==> src/rtl/div_ctrl.sv <==
// Radix-2 restoring divide sequencer: one quotient bit per edge, result {rem, quo} 32 edges after acceptance (2 for /0).
// Stalls EX while a request is pending and not yet DONE; the result is held while start_i stays high in DONE.
module div_ctrl #(
  parameter int DATA_WIDTH = 32
) (
  input  logic                    clk,
  input  logic                    rst,
  input  logic                    start_i,
  input  logic                    annul_i,
  input  logic                    signed_i,
  input  logic [DATA_WIDTH-1:0]   dividend_i,
  input  logic [DATA_WIDTH-1:0]   divisor_i,
  output logic [2*DATA_WIDTH-1:0] result_o,
  output logic                    ready_o,
  output logic                    stall_req_o
);

  localparam int                CW   = $clog2(DATA_WIDTH);
  localparam logic [CW-1:0]     LAST = CW'(DATA_WIDTH - 1);

  typedef enum logic [1:0] {IDLE, DIV_ZERO, BUSY, DONE} state_t;

  state_t                  state_q, state_d;
  logic [CW-1:0]           cnt_q, cnt_d;
  logic [DATA_WIDTH-1:0]   rem_q, rem_d;
  logic [DATA_WIDTH-1:0]   dvd_q, dvd_d;
  logic [DATA_WIDTH-1:0]   dvs_q, dvs_d;
  logic                    neg_quo_q, neg_quo_d;
  logic                    neg_rem_q, neg_rem_d;
  logic [2*DATA_WIDTH-1:0] result_q, result_d;
  logic                    ready_q, ready_d;

  logic [DATA_WIDTH-1:0]   minuend;
  logic [DATA_WIDTH:0]     diff;
  logic                    qbit;
  logic [DATA_WIDTH-1:0]   rem_step, quo_step;
  logic [DATA_WIDTH-1:0]   abs_dvd, abs_dvs;

  // Dividend register doubles as the quotient shift register: dividend bits leave at the top as quotient bits enter at the bottom.
  always_comb begin
    minuend  = {rem_q[DATA_WIDTH-2:0], dvd_q[DATA_WIDTH-1]};
    diff     = {1'b0, minuend} - {1'b0, dvs_q};
    qbit     = ~diff[DATA_WIDTH];
    rem_step = qbit ? diff[DATA_WIDTH-1:0] : minuend;
    quo_step = {dvd_q[DATA_WIDTH-2:0], qbit};
    abs_dvd  = (signed_i && dividend_i[DATA_WIDTH-1]) ? -dividend_i : dividend_i;
    abs_dvs  = (signed_i && divisor_i[DATA_WIDTH-1])  ? -divisor_i  : divisor_i;
  end

  always_comb begin
    state_d   = state_q;
    cnt_d     = cnt_q;
    rem_d     = rem_q;
    dvd_d     = dvd_q;
    dvs_d     = dvs_q;
    neg_quo_d = neg_quo_q;
    neg_rem_d = neg_rem_q;
    result_d  = result_q;
    ready_d   = ready_q;
    case (state_q)
      IDLE: begin
        if (start_i && !annul_i) begin
          neg_quo_d = signed_i && (dividend_i[DATA_WIDTH-1] ^ divisor_i[DATA_WIDTH-1]);
          neg_rem_d = signed_i && dividend_i[DATA_WIDTH-1];
          dvd_d     = abs_dvd;
          dvs_d     = abs_dvs;
          rem_d     = '0;
          cnt_d     = '0;
          state_d   = (divisor_i == '0) ? DIV_ZERO : BUSY;
        end
      end
      DIV_ZERO: begin
        result_d = '0;
        ready_d  = 1'b1;
        state_d  = DONE;
      end
      BUSY: begin
        if (annul_i) begin
          cnt_d   = '0;
          state_d = IDLE;
        end else begin
          rem_d = rem_step;
          dvd_d = quo_step;
          cnt_d = cnt_q + CW'(1);
          if (cnt_q == LAST) begin
            result_d = {neg_rem_q ? -rem_step : rem_step,
                        neg_quo_q ? -quo_step : quo_step};
            ready_d  = 1'b1;
            state_d  = DONE;
          end
        end
      end
      DONE: begin
        if (!start_i || annul_i) begin
          result_d = '0;
          ready_d  = 1'b0;
          state_d  = IDLE;
        end
      end
      default: state_d = IDLE;
    endcase
  end

  always_ff @(posedge clk or negedge rst) begin
    if (!rst) begin
      state_q   <= IDLE;
      cnt_q     <= '0;
      rem_q     <= '0;
      dvd_q     <= '0;
      dvs_q     <= '0;
      neg_quo_q <= 1'b0;
      neg_rem_q <= 1'b0;
      result_q  <= '0;
      ready_q   <= 1'b0;
    end else begin
      state_q   <= state_d;
      cnt_q     <= cnt_d;
      rem_q     <= rem_d;
      dvd_q     <= dvd_d;
      dvs_q     <= dvs_d;
      neg_quo_q <= neg_quo_d;
      neg_rem_q <= neg_rem_d;
      result_q  <= result_d;
      ready_q   <= ready_d;
    end
  end

  assign result_o    = result_q;
  assign ready_o     = ready_q;
  assign stall_req_o = start_i && !annul_i && (state_q != DONE);

endmodule

==> config.mk <==
export PLATFORM = sky130hd
export DESIGN_NAME = div_ctrl
export DESIGN_NICKNAME = d
export VERILOG_FILES = /design/src/rtl/div_ctrl.sv
export SDC_FILE = /design/constraint.sdc
export NUM_CORES = 1
export LEC_CHECK = 0
export ABC_AREA = 0
export ABC_CLOCK_PERIOD_IN_PS = 7300
export BUFFER_PORTS_ARGS = -buffer_cell sky130_fd_sc_hd__buf_4
export CELL_PAD_IN_SITES_DETAIL_PLACEMENT = 1
export CELL_PAD_IN_SITES_GLOBAL_PLACEMENT = 2
export CORE_MARGIN = 2
export CORE_UTILIZATION = 38
export DETAILED_ROUTE_END_ITERATION = 7
export PLACE_DENSITY_LB_ADDON = 0.1
export SLEW_MARGIN = 10
export SYNTH_ARGS = -nofsm -noshare
export SYNTH_HDL_FRONTEND = slang
export SYNTH_SLANG_ARGS = --single-unit
==> constraint.sdc <==
create_clock -name clk -period 7.3 [get_ports clk]
set_input_delay 1.095 -clock clk [delete_from_list [all_inputs] [get_ports clk]]
set_output_delay 1.095 -clock clk [all_outputs]
set_load 0.02 [all_outputs]
; ---- Yosys cells after proc, flatten, opt, wreduce, memory -nomap -nowiden
; Index checks and enable logic that the tools add are counted.
[classes]
n_addsub = 6
eq_ne = 10
n_reduce_logical = 17
muxes = 28
n_bitwise = 2
[ops]
columns = operator, n
row1 = two-way mux 32 bit, 7
row2 = two-way mux 64 bit, 3
row3 = case mux 64 bit (3 select lines), 1
row4 = negation 32 bit, 4
row5 = case mux 32 bit (2 select lines), 1
row6 = two-way mux 31 bit, 2
row7 = case mux 31 bit (2 select lines), 1
row8 = subtractor 32 x 32 -> 33 bit, 1
row9 = logical NOT 32 bit, 1
row10 = two-way mux 2 bit, 5
row11 = two-way mux 5 bit, 2
row12 = "inequality test 2 bit, second input constant", 5
row13 = case mux 5 bit (2 select lines), 1
row14 = case mux 2 bit (4 select lines), 1
row15 = AND reduction 3 bit, 2
row16 = "adder 5 x 1 -> 5 bit, second input constant", 1
row17 = "== test 5 bit, second input constant", 1
row18 = logical AND 1 bit, 5
row19 = "== test 2 bit, second input constant", 2
row20 = AND reduction 2 bit, 2
row21 = AND reduction 4 bit, 1
row22 = two-way mux 1 bit, 3
row23 = "inequality test 3 bit, second input constant", 1
row24 = case mux 1 bit (3 select lines), 1
row25 = other kinds (8), 9
[totals]
regBits = 169
out_inout_bits = 66

; ---- Logic depth before layout (Yosys ltp)
; Gate-level depths: netlist (run 1).
[depth]
ltp_word = 7
mapped_depth = 25
mapped_depth_nobuf = 20

; ---- Least setup slack after synthesis (run 1)
; Ideal clock, no wire load.
[synth_path]
kind = register to register
start = register rem_q[21]
end = register result_q[28], in the netlist result_o[28]
path_stages_with_launch = 23
t_required_ns = 7.166
path_slack_ns = 2.768
period_less_slack_ns = 4.532
n_path_buf = 6
arrival_ns = 4.398
cell_sequence = dfrtp_1 -> ha_1 -> buf_2 -> and4_1 -> buf_2 -> and3_4 -> a32o_1 -> a21oi_2 -> o21ai_2 -> inv_2 -> buf_6 -> buf_2 -> buf_2 -> buf_1 -> ha_1 -> nand2b_1 -> or4_1 -> or3_1 -> o21ai_1 -> nand2_1 -> a21oi_1 -> xor2_1 -> o21ai_0
[synth_via]
elab_chain_len = 7
[synth_rtl]
columns = item, line
row1 = from (decl), 25  ; logic [DATA_WIDTH-1:0] rem_q, rem_d;
row2 = from (signal assigned), 118  ; rem_q <= rem_d;
row3 = subtractor 32 x 32 -> 33 bit, 42  ; diff = {1'b0, minuend} - {1'b0, dvs_q};
row4 = NOT 1 bit, 43  ; qbit = ~diff[DATA_WIDTH];
row5 = negation 32 bit, 87  ; neg_quo_q ? -quo_step : quo_step};
row6 = two-way mux 32 bit, 87
row7 = two-way mux 64 bit, 85  ; if (cnt_q == LAST) begin
row8 = two-way mux 64 bit, 78  ; if (annul_i) begin
row9 = case mux 64 bit (3 select lines), 60  ; case (state_q)
row10 = to (signal assigned), 123  ; result_q <= result_d;
row11 = to (decl), 30  ; logic [2*DATA_WIDTH-1:0] result_q, result_d;
; Every way passes these cells. The select of a mux whose other input is x is not followed.
; A chain may end at the register's enable or synchronous reset.

; ---- Worst setup path in the final report (run 1)
[layout_path]
start = register dvd_q[31]
end = register result_q[58], in the netlist result_o[58]
[layout_via]
elab_chain_len = 7
[layout_rtl]
columns = item, line
row1 = from (decl), 26  ; logic [DATA_WIDTH-1:0] dvd_q, dvd_d;
row2 = from (signal assigned), 119  ; dvd_q <= dvd_d;
row3 = subtractor 32 x 32 -> 33 bit, 42
row4 = two-way mux 32 bit *, 44  ; rem_step = qbit ? diff[DATA_WIDTH-1:0] : minuend;
row5 = negation 32 bit, 86  ; result_d = {neg_rem_q ? -rem_step : rem_step,
row6 = two-way mux 32 bit *, 86
row7 = two-way mux 64 bit *, 85
row8 = two-way mux 64 bit *, 78
row9 = case mux 64 bit (3 select lines) *, 60
; Every way passes the cells marked *; elsewhere a longest branch is shown, timed or not. The select of a mux whose other input is x is not followed.

==> results.sh, run 1 <==
export IMPL_cts_sinks=169
export IMPL_r2r_start="dvd_q[31]"
export IMPL_path_class="reg2reg"
export IMPL_initial_utilization_pct=38.38
export IMPL_clkLatencyLatePin_ps=450
export IMPL_dpl_cell_area_mm2=0.01329
export IMPL_critPathMaxStageDelay_ps=490
export IMPL_cts_clk_slew_worst_paths_ps=80
export IMPL_core_area_mm2=0.03131
export IMPL_clock_skew_ps=19.23
export IMPL_drive_gt1_share_pct=13.08
export IMPL_ys_seq_elements=169
export IMPL_cts_hold_buf=0
export IMPL_wl_per_cell_um=20.36
export IMPL_synth_area_mm2=0.01202
export IMPL_root_buffer="clkbuf_16"
export IMPL_cp_required_ps=7620
export IMPL_finalInstanceArea_mm2=0.01390
export IMPL_num_rows=65
export IMPL_period_needed_ps=4980
export IMPL_ys_warnings_count=0
export IMPL_die_w_um=181.8
export IMPL_cp_slowest_cell="o21ai_4"
export IMPL_grt_pass1_vias=11680
export IMPL_hpwl_mm=30.85
export IMPL_dieArea_mm2=0.03306
export IMPL_dr_pass1_iters=5
export IMPL_hold_violations=0
export IMPL_max_freq_ghz=0.2008
export IMPL_vias=11420
export IMPL_r2r_end="result_o[58]"
export IMPL_ios=135
export IMPL_cts_buffers=17
export IMPL_clockBufferDepth=2
export IMPL_cp_data_arrival_time_ps=5300
export IMPL_grt_setup_unrepaired="false"
export IMPL_finalCoreUtilization_pct=44.41
export IMPL_cp_start_kind="flop"
export IMPL_grt_pass1_wl_mm=65.85
export IMPL_r2r_cells=19
export IMPL_critPathCapture="result_o[58]"
export IMPL_hold_class="reg2reg"
export IMPL_worstMarginPinSlew_ps=963.9
export IMPL_drc=0
export IMPL_p_per_area_mw_per_mm2=222.0
export IMPL_layout_cells_non_filler=2007
export IMPL_overflow=0
export IMPL_ant_nets=0
export IMPL_max_cap_violations=0
export IMPL_ctsResizeCount=0
export IMPL_timing_slew_headroom_pct=35.74
export IMPL_viasPerCell=5.691
export IMPL_diodes=0
export IMPL_syn_inst=1511
export IMPL_critPathMaxFanout=20
export IMPL_syn_mean_instance_area_um2=7.954
export IMPL_drt_total_wl_mm=40.86
export IMPL_fin_nets=1700
export IMPL_setup_viol=0
export IMPL_htree_levels=4
export IMPL_dpl_cell_count=1975
export IMPL_synth_ff_type="dfrtp_1"
export IMPL_period_share_pct=68.22
export IMPL_crit_start="dvd_q[31]"
export IMPL_dr_first_iter_drc_count=594
export IMPL_setup_tns_ps=0
export IMPL_synth_edff_count=0
export IMPL_post_cts_buffers=0
export IMPL_seq_area_frac_synth_pct=35.19
export IMPL_fp_dieH_um=181.8
export IMPL_ir_drop_v=0.0001704
export IMPL_rrSetupSlack_ps=2320
export IMPL_grt_usage_pct=25.29
export IMPL_p_leak_nw=6.132
export IMPL_path_cells="inv_1 -> ha_1 -> fa_1 -> nor2b_1 -> o31a_1 -> o21a_2 -> a21oi_2 -> o21ai_4 -> nand2_1 -> o21ai_0 -> ha_1 -> nor3b_1 -> o211ai_1 -> o41a_1 -> a21oi_1 -> o211ai_1 -> o31ai_1 -> xnor2_1 -> o21ai_1"
export IMPL_async_flop_share_pct=100.0
export IMPL_endpoint_kind="flop"
export IMPL_power_mw=3.087
export IMPL_status="completed"
export IMPL_io_buffers=134
export IMPL_antenna_found_initial=0
export IMPL_place_gp_congestion=0.8770
export IMPL_grt_max_degree=74
export IMPL_cts_tree="built"
export IMPL_final_max_slew_viol_count=0
export IMPL_syn_nets=1619
export IMPL_ys_types=80
export IMPL_syn_to_final_growth_pct=15.70
-- registers in the layout, indices dropped and copies added, names as in the netlist --
signal     flops
neg_rem_q      1
state_q        2
dvd_q         32
dvs_q         32
ready_o        1
cnt_q          5
rem_q         31
result_o      64
neg_quo_q      1
-- cell usage in the layout, fill, tap and decap left out, types with 8 or more instances in the layout --
cell type,Yosys,final
clkbuf_16,0,17
xnor2_1,61,61
inv_1,53,53
a21oi_1,146,146
nand3_1,22,22
a21o_1,11,11
o41ai_1,12,12
o21ai_0,188,188
nand4_1,9,9
a211oi_1,8,8
ha_1,38,38
xor2_1,73,73
o31ai_1,28,28
o211ai_1,10,10
nor3_1,30,29
mux2i_1,16,16
nor2_1,130,128
and2_1,8,8
dfrtp_1,169,169
o21a_1,11,11
nand2b_1,17,17
nand2_1,216,215
nor4_1,16,16
buf_4,3,144
or3_1,25,25
a31oi_1,10,10
or4_1,13,13
o21ai_1,9,9
-- cells in the mapped netlist (all sizes together), types with 29 or more instances --
cell type    n  area [µm²]
a21oi      149       757.0
buf         36       175.2
clkbuf      47       181.4
dfrtp      169        4229
ha          38       475.5
inv         54       202.7
nand2      217       817.0
nor2       131       494.2
nor3        30       150.1
o21ai      200        1012
o31ai       29       231.5
xnor2       61       534.3
xor2        73       639.4
-- layer usage --
metal  vias to the layer above  routed length (µm)  GRT usage, %
met3                        49                1523         3.971
met1                      5644               19870         35.37
met2                       214               18700         40.75
li1                       5514                   -             -
met4                         0                 760         6.634
met5                         -                   0             0
-- power by group --
part           switching (mW)  total [mW]  internal (mW)  leakage [nW]
clock network           0.476       0.968          0.492         0.294
logic                   0.604       0.959          0.356          3.63
registers               0.125        1.16           1.04          2.21
total                    1.20        3.09           1.88          6.13
-- through the flow --
stage | setup WS [ps] | hold slack, ps
6_report | 2320 | 478.5
5_1_grt | 1806 | 517.0
2_1_floorplan | 2768 | 464.9
4_1_cts | 2283 | 488.5
3_3_place_gp | 2569 | 462.5
3_5_place_dp | 2351 | 471.1
-- worst max-delay path: cells and delay by family, from the launching register on --
kind	cells	cell delay, ps
compound gates	11	2610
flops	1	420
buf+inv	1	80
xor+xnor	1	160
simple gates	3	690
fa+ha+maj	3	890
-- area by class of cell --
class | instances | area (µm²)
clock buffer | 17 | 425.4
multi-input combinational | 1205 | 7272
inverter | 54 | 202.7
sequential | 169 | 4229
clock inverter | 15 | 180.2
timing repair buffer | 145 | 1092
tap | 402 | 503.0
fill | 3816 | 17410
-- worst min path at each step --
stage / startpoint / to / cells past startpoint
after floorplan: cnt_q[2] / cnt_q[2] / 1
after global placement: result_o[45] / result_o[45] / 2
after detailed placement: result_o[6] / result_o[6] / 2
after CTS: result_o[53] / result_o[53] / 2
after global routing: result_o[6] / result_o[6] / 2
final: result_o[53] / result_o[53] / 2
-- cell families after synthesis --
logic type               count (synthesis)  share of synthesized area (%)
AND/OR/NAND/NOR                        519                          19.93
flip-flops                             169                          35.19
adder cells (fa/ha/maj)                 39                          4.123
AO/OA/AOI/OAI                          496                          24.91
buffers and inverters                  137                          4.654
multiplexers                            17                          1.426
XOR/XNOR                               134                          9.766
Note: power is estimated with default switching activity, not from simulation.
==> run 2, diff against run 1 <==
--- a/config.mk
+++ b/config.mk
@@ -5,13 +5,13 @@
 export SDC_FILE = /design/constraint.sdc
 export NUM_CORES = 1
 export LEC_CHECK = 0
-export ABC_AREA = 0
-export ABC_CLOCK_PERIOD_IN_PS = 7300
+export ABC_AREA = 1
+export ABC_CLOCK_PERIOD_IN_PS = 5200
 export BUFFER_PORTS_ARGS = -buffer_cell sky130_fd_sc_hd__buf_4
 export CELL_PAD_IN_SITES_DETAIL_PLACEMENT = 1
 export CELL_PAD_IN_SITES_GLOBAL_PLACEMENT = 2
 export CORE_MARGIN = 2
-export CORE_UTILIZATION = 38
+export CORE_UTILIZATION = 33
 export DETAILED_ROUTE_END_ITERATION = 7
 export PLACE_DENSITY_LB_ADDON = 0.1
 export SLEW_MARGIN = 10
==> constraint.sdc (replaced) <==
create_clock -name clk -period 5.2 [get_ports clk]
set_input_delay 0.78 -clock clk [delete_from_list [all_inputs] [get_ports clk]]
set_output_delay 0.78 -clock clk [all_outputs]
set_load 0.02 [all_outputs]
==> run 2 against run 1 <==
Effect of this change: core utilization is 5.3 points lower; register-to-register slack lost 1600 ps; cell count increased by 27%; hold slack got worse by 200 ps; global-route usage up 0.19 points; worst setup slack got worse by 1600 ps; wire length is 19% higher; maximum frequency is 12% higher; first-iteration DRC count is 31% higher; die area grew 20%; largest cell class unchanged; largest power group is now combinational logic.
==> results.sh, run 2 <==
export IMPL_status="completed"
export IMPL_antenna_found_initial=1
export IMPL_r2r_start="dvd_q[31]"
export IMPL_clkLatencyLatePin_ps=450
export IMPL_largest_register_ffs=64
export IMPL_drive_gt1_share_pct=11.81
export IMPL_grt_max_degree=115
export IMPL_cts_hold_buf=0
export IMPL_r2r_cells=27
export IMPL_seq_area_frac_synth_pct=33.68
export IMPL_initial_utilization_pct=33.41
export IMPL_syn_nets=2025
export IMPL_syn_inst=1917
export IMPL_setup_viol=0
export IMPL_p_per_area_mw_per_mm2=729.9
export IMPL_rrSetupSlack_ps=750
export IMPL_htree_levels=4
export IMPL_p_leak_nw=7.635
export IMPL_clock_skew_ps=9.458
export IMPL_setup_ws_ps=753.1
export IMPL_hold_class="in2async"
export IMPL_max_freq_ghz=0.2249
export IMPL_final_common_cell="nand2_1"
export IMPL_synth_area_leaders="dfrtp_1 (34%), nand2_1 (17%), inv_1 (8.1%)"
export IMPL_cts_sinks=169
export IMPL_root_buffer="clkbuf_16"
export IMPL_ys_warnings_count=0
export IMPL_max_cap_violations=0
export IMPL_ctsResizeCount=0
export IMPL_syn_mean_instance_area_um2=6.550
export IMPL_dieArea_mm2=0.03962
export IMPL_ys_types=55
export IMPL_die_w_um=199.1
export IMPL_crit_start="dvd_q[31]"
export IMPL_ys_seq_elements=169
export IMPL_r2r_end="result_o[30]"
export IMPL_dpl_cell_count=2521
export IMPL_final_cell_mix="nand2_1 (570), inv_1 (271), o21ai_0 (197), dfrtp_1 (169), nor2_1 (156)"
export IMPL_ir_drop_v=0.0003355
export IMPL_core_area_mm2=0.03758
export IMPL_synth_commonest_cells="nand2_1 (570), inv_1 (271), o21ai_0 (197)"
export IMPL_synth_area_mm2=0.01256
export IMPL_viasPerCell=5.052
export IMPL_ant_nets=0
export IMPL_yosysTopAreaCellShare_pct=33.68
export IMPL_synth_top_area_cell="dfrtp_1"
export IMPL_dpl_cell_area_mm2=0.01412
export IMPL_overflow=0
export IMPL_syn_to_final_growth_pct=17.05
export IMPL_dr_first_iter_drc_count=779
export IMPL_final_max_slew_viol_count=0
export IMPL_finalCoreUtilization_pct=39.11
export IMPL_pre_cts_slack_ps=807.8
export IMPL_finalInstanceArea_mm2=0.01470
export IMPL_grt_setup_unrepaired="false"
export IMPL_period_share_pct=85.52
export IMPL_cts_clk_slew_worst_paths_ps=80
export IMPL_timing_slew_headroom_pct=44.73
export IMPL_post_cts_buffers=0
export IMPL_cts_buffers=17
export IMPL_cts_tree="built"
export IMPL_worstMarginPinSlew_ps=827.8
export IMPL_cp_required_ps=5590
export IMPL_seqCellArea_mm2=0.004229
export IMPL_clockBufferDepth=2
export IMPL_cp_common_cell="nand2_1"
export IMPL_ios=135
export IMPL_path_class="reg2reg"
export IMPL_hold_ws_ps=280.2
export IMPL_wl_per_cell_um=19.06
export IMPL_critPathMaxFanout=16
export IMPL_grt_usage_pct=25.47
export IMPL_cp_slowest_cell="a21oi_1"
export IMPL_diodes=0
export IMPL_cp_data_arrival_time_ps=4840
export IMPL_endpoint_kind="flop"
export IMPL_synth_edff_count=0
export IMPL_dr_pass1_iters=5
export IMPL_setup_tns_ps=0
export IMPL_drc=0
export IMPL_async_flop_share_pct=100.0
export IMPL_layout_cells_non_filler=2552
export IMPL_drt_total_wl_mm=48.65
export IMPL_num_rows=71
export IMPL_hold_violations=0
export IMPL_yosysMostFrequentCell="nand2_1"
export IMPL_hpwl_mm=37.95
export IMPL_fp_dieH_um=199.1
export IMPL_cp_start_kind="flop"
export IMPL_fin_nets=2137
export IMPL_multi_input_area_mm2=0.007013
export IMPL_grt_pass1_vias=13350
export IMPL_synth_ff_type="dfrtp_1"
export IMPL_power_mw=10.73
export IMPL_critPathMaxStageDelay_ps=380
export IMPL_io_buffers=134
export IMPL_vias=12890
export IMPL_period_needed_ps=4447
export IMPL_n_fill_cell=4877
export IMPL_place_gp_congestion=0.8764
export IMPL_grt_pass1_wl_mm=76.62
## run 2: cell count changes after synthesis, moves of 41 or more
cell	previous run	this run
nand2_1	216	570
inv_1	53	271
nand3_1	22	113
a21oi_1	146	85
xnor2_1	61	15
xor2_1	73	32
## run 2: where the power goes
| group | switching (mW) | internal (mW) | leakage [nW] |
|---|---|---|---|
| sequential | 0.439 | 1.85 | 2.19 |
| clock | 0.612 | 0.707 | 0.276 |
| combinational | 4.97 | 2.14 | 5.16 |
| total | 6.02 | 4.70 | 7.63 |
## run 2: layer usage
metal | track usage (%) | share of wire (%) | up-vias
met5 | 0 | 0 | -
met4 | 5.860 | 1.7 | 0
met3 | 2.852 | 3.0 | 42
met2 | 40.19 | 45 | 201
met1 | 37.19 | 51 | 6273
li1 | - | - | 6377
## run 2: cells by family (layout without fill, tap and decap cells)
family | count (synthesis) | in the layout | synth area share, %
compound gates | 363 | 363 | 16.03
xor+xnor | 47 | 47 | 3.279
fa+ha+maj | 39 | 39 | 3.946
buf+inv | 342 | 466 | 10.59
flops | 169 | 169 | 33.68
simple gates | 957 | 957 | 32.47
## run 2: worst max-delay path: cells and delay by family, from the launching register on
| kind | cells | cell delay (ps) |
|---|---|---|
| AO/OA/AOI/OAI | 3 | 700 |
| adder cells (fa/ha/maj) | 3 | 570 |
| flip-flops | 1 | 370 |
| AND/OR/NAND/NOR | 18 | 2510 |
| buffers and inverters | 3 | 230 |
## run 2: how the worst max path moves through the flow
stage | to | slack (ps) | cells after the start
3_5_place_dp | result_o[30] | 810 | 27
6_report | result_o[30] | 750 | 27
3_3_place_gp | result_o[30] | 930 | 27
5_1_grt | result_o[30] | 110 | 27
2_1_floorplan | result_o[30] | 1480 | 29
4_1_cts | result_o[30] | 770 | 27
## run 2: area by class of cell
class	instances	area share, %
Inverter	283	7.245
Clock buffer	21	3.201
Tap cell	511	4.350
Multi-Input combinational cell	1406	47.72
Clock inverter	10	0.7492
Timing Repair Buffer	152	7.960
Sequential cell	169	28.78
==> run 3, diff against run 2 <==
--- a/config.mk
+++ b/config.mk
@@ -5,13 +5,12 @@
 export SDC_FILE = /design/constraint.sdc
 export NUM_CORES = 1
 export LEC_CHECK = 0
-export ABC_AREA = 1
 export ABC_CLOCK_PERIOD_IN_PS = 5200
 export BUFFER_PORTS_ARGS = -buffer_cell sky130_fd_sc_hd__buf_4
 export CELL_PAD_IN_SITES_DETAIL_PLACEMENT = 1
 export CELL_PAD_IN_SITES_GLOBAL_PLACEMENT = 2
 export CORE_MARGIN = 2
-export CORE_UTILIZATION = 33
+export CORE_UTILIZATION = 35
 export DETAILED_ROUTE_END_ITERATION = 7
 export PLACE_DENSITY_LB_ADDON = 0.1
 export SLEW_MARGIN = 10
==> run 3 against run 2 <==
Effect of this change: clock power down 8%; critical path type unchanged; cell count down 19%; sequential share of layout area up 1.5 points; total power down 61%; critical path depth down 9; sequential power down 29%; cell area down 5.0%; via count down 12%; hold slack better by 140 ps; critical endpoint is now result_o[60]; count of clock-buffer cells in the layout down 2; worst setup slack worse by 220 ps.
==> results.sh, run 3 (synthesized netlist as in run 1, its figures left out) <==
export IMPL_status="completed"
export IMPL_critPathMaxFanout=14
export IMPL_cp_required_ps=5480
export IMPL_finalCoreUtilization_pct=41.42
export IMPL_wl_per_cell_um=20.41
export IMPL_clkLatencyLatePin_ps=460
export IMPL_fin_nets=1709
export IMPL_cts_tree="built"
export IMPL_htree_levels=4
export IMPL_ios=135
export IMPL_clock_skew_ps=16.73
export IMPL_viasPerCell=5.503
export IMPL_max_freq_ghz=0.2143
export IMPL_r2r_start="rem_q[14]"
export IMPL_period_needed_ps=4667
export IMPL_final_cell_mix="nand2_1 (215), o21ai_0 (188), dfrtp_1 (169), buf_4 (152), a21oi_1 (146)"
export IMPL_core_area_mm2=0.03370
export IMPL_ctsResizeCount=0
export IMPL_rrSetupSlack_ps=530
export IMPL_critPathCapture="result_o[60]"
export IMPL_ant_nets=0
export IMPL_post_cts_buffers=0
export IMPL_largest_register_ffs=64
export IMPL_drt_total_wl_mm=42.08
export IMPL_dieArea_mm2=0.03583
export IMPL_p_leak_nw=6.112
export IMPL_crit_start="rem_q[14]"
export IMPL_die_w_um=189.3
export IMPL_setup_ws_ps=532.8
export IMPL_path_class="reg2reg"
export IMPL_setup_viol=0
export IMPL_pre_cts_slack_ps=440.2
export IMPL_r2r_cells=18
export IMPL_cts_hold_buf=0
export IMPL_cts_clk_slew_worst_paths_ps=70
export IMPL_period_share_pct=89.75
export IMPL_diodes=0
export IMPL_setup_tns_ps=0
export IMPL_cp_start_kind="flop"
export IMPL_fp_dieH_um=189.3
export IMPL_endpoint_kind="flop"
export IMPL_dr_pass1_iters=5
export IMPL_ir_drop_v=0.0002496
export IMPL_root_buffer="clkbuf_16"
export IMPL_max_cap_violations=0
export IMPL_vias=11340
export IMPL_antenna_found_initial=0
export IMPL_grt_pass1_wl_mm=66.43
export IMPL_p_per_area_mw_per_mm2=300.9
export IMPL_hold_ws_ps=425.1
export IMPL_hpwl_mm=31.82
export IMPL_cts_buffers=17
export IMPL_io_buffers=134
export IMPL_hold_class="in2async"
export IMPL_dr_first_iter_drc_count=589
export IMPL_worstMarginPinSlew_ps=1202
export IMPL_hold_violations=0
export IMPL_r2r_end="result_o[60]"
export IMPL_clockBufferDepth=2
export IMPL_drive_gt1_share_pct=13.39
export IMPL_initial_utilization_pct=35.66
export IMPL_grt_usage_pct=23.84
export IMPL_final_max_slew_viol_count=0
export IMPL_num_rows=67
export IMPL_overflow=0
export IMPL_cp_data_arrival_time_ps=4950
export IMPL_timing_slew_headroom_pct=19.55
export IMPL_cts_sinks=169
export IMPL_grt_max_degree=97
export IMPL_drc=0
export IMPL_grt_pass1_vias=11530
export IMPL_syn_to_final_growth_pct=16.15
export IMPL_place_gp_congestion=0.8929
export IMPL_final_common_cell="nand2_1"
export IMPL_grt_setup_unrepaired="false"
-- run 3: cell types whose count changed in the layout (fill, tap and decap cells not counted), moves of 15 or more --
| cell | delta |
|---|---|
| or3_1 | +23 |
| nor2_1 | -28 |
| a21oi_1 | +61 |
| xor2_1 | +41 |
| nand4_1 | -15 |
| xnor2_1 | +46 |
| inv_1 | -218 |
| mux2i_1 | +16 |
| o31ai_1 | +20 |
| nand2b_1 | +17 |
| nand2_1 | -355 |
| nand3_1 | -91 |
-- run 3: power by group --
group / switching, mW / leakage [nW] / internal (mW)
clock: 0.595 / 0.238 / 0.612
sequential: 0.178 / 2.21 / 1.45
combinational: 0.860 / 3.66 / 0.500
-- run 3: critical path, stage by stage, from the launching register on --
cell	delay (ps)
dfrtp_1	460
ha_1	410
a21oi_1	330
o21ai_2	190
a32o_1	310
a21oi_2	180
o21ai_4	90
buf_12	160
buf_4	140
o21ai_0	300
ha_1	280
nor3b_1	240
o211ai_1	160
o41a_1	160
a21oi_1	220
o211ai_1	280
o31ai_1	320
xor2_1	170
o21ai_0	90
-- run 3: cell type report --
type	instances	area, µm²
Fill cell	4156	19740
Inverter	54	202.7
Clock buffer	19	432.9
Sequential cell	169	4229
Timing Repair Buffer	154	1172
Clock inverter	12	93.84
Tap cell	448	560.5
Multi-Input combinational cell	1205	7267
-- run 3: stage by stage --
| step | instances | instance area (µm²) | total power [mW] |
|---|---|---|---|
| detailed placement | 2025 | 13380 | 3.011 |
| floorplan | 1511 | 12020 | 2.536 |
| finish | 2061 | 13960 | 4.200 |
| global placement | 2025 | 13380 | 2.983 |
| global route | 2061 | 13960 | 4.463 |
| CTS | 2056 | 13910 | 4.239 |
-- run 3: worst min path at each step --
stage,from,slack [ps],endpoint,cells past startpoint
after floorplan,cnt_q[2],460,cnt_q[2],1
after global placement,result_o[59],470,result_o[59],2
after detailed placement,result_o[39],470,result_o[39],2
after CTS,rst,480,result_o[54],1
after global routing,rst,500,rem_q[22],1
final,rst,430,rem_q[22],1
-- run 3: layer usage --
layer / vias up / wire length, µm / global-route usage (%)
met3: 40 / 1165 / 3.188
met1: 5590 / 21210 / 34.61
met5: - / 0 / 0
met2: 174 / 18900 / 36.91
met4: 0 / 805 / 6.917
li1: 5538 / - / -
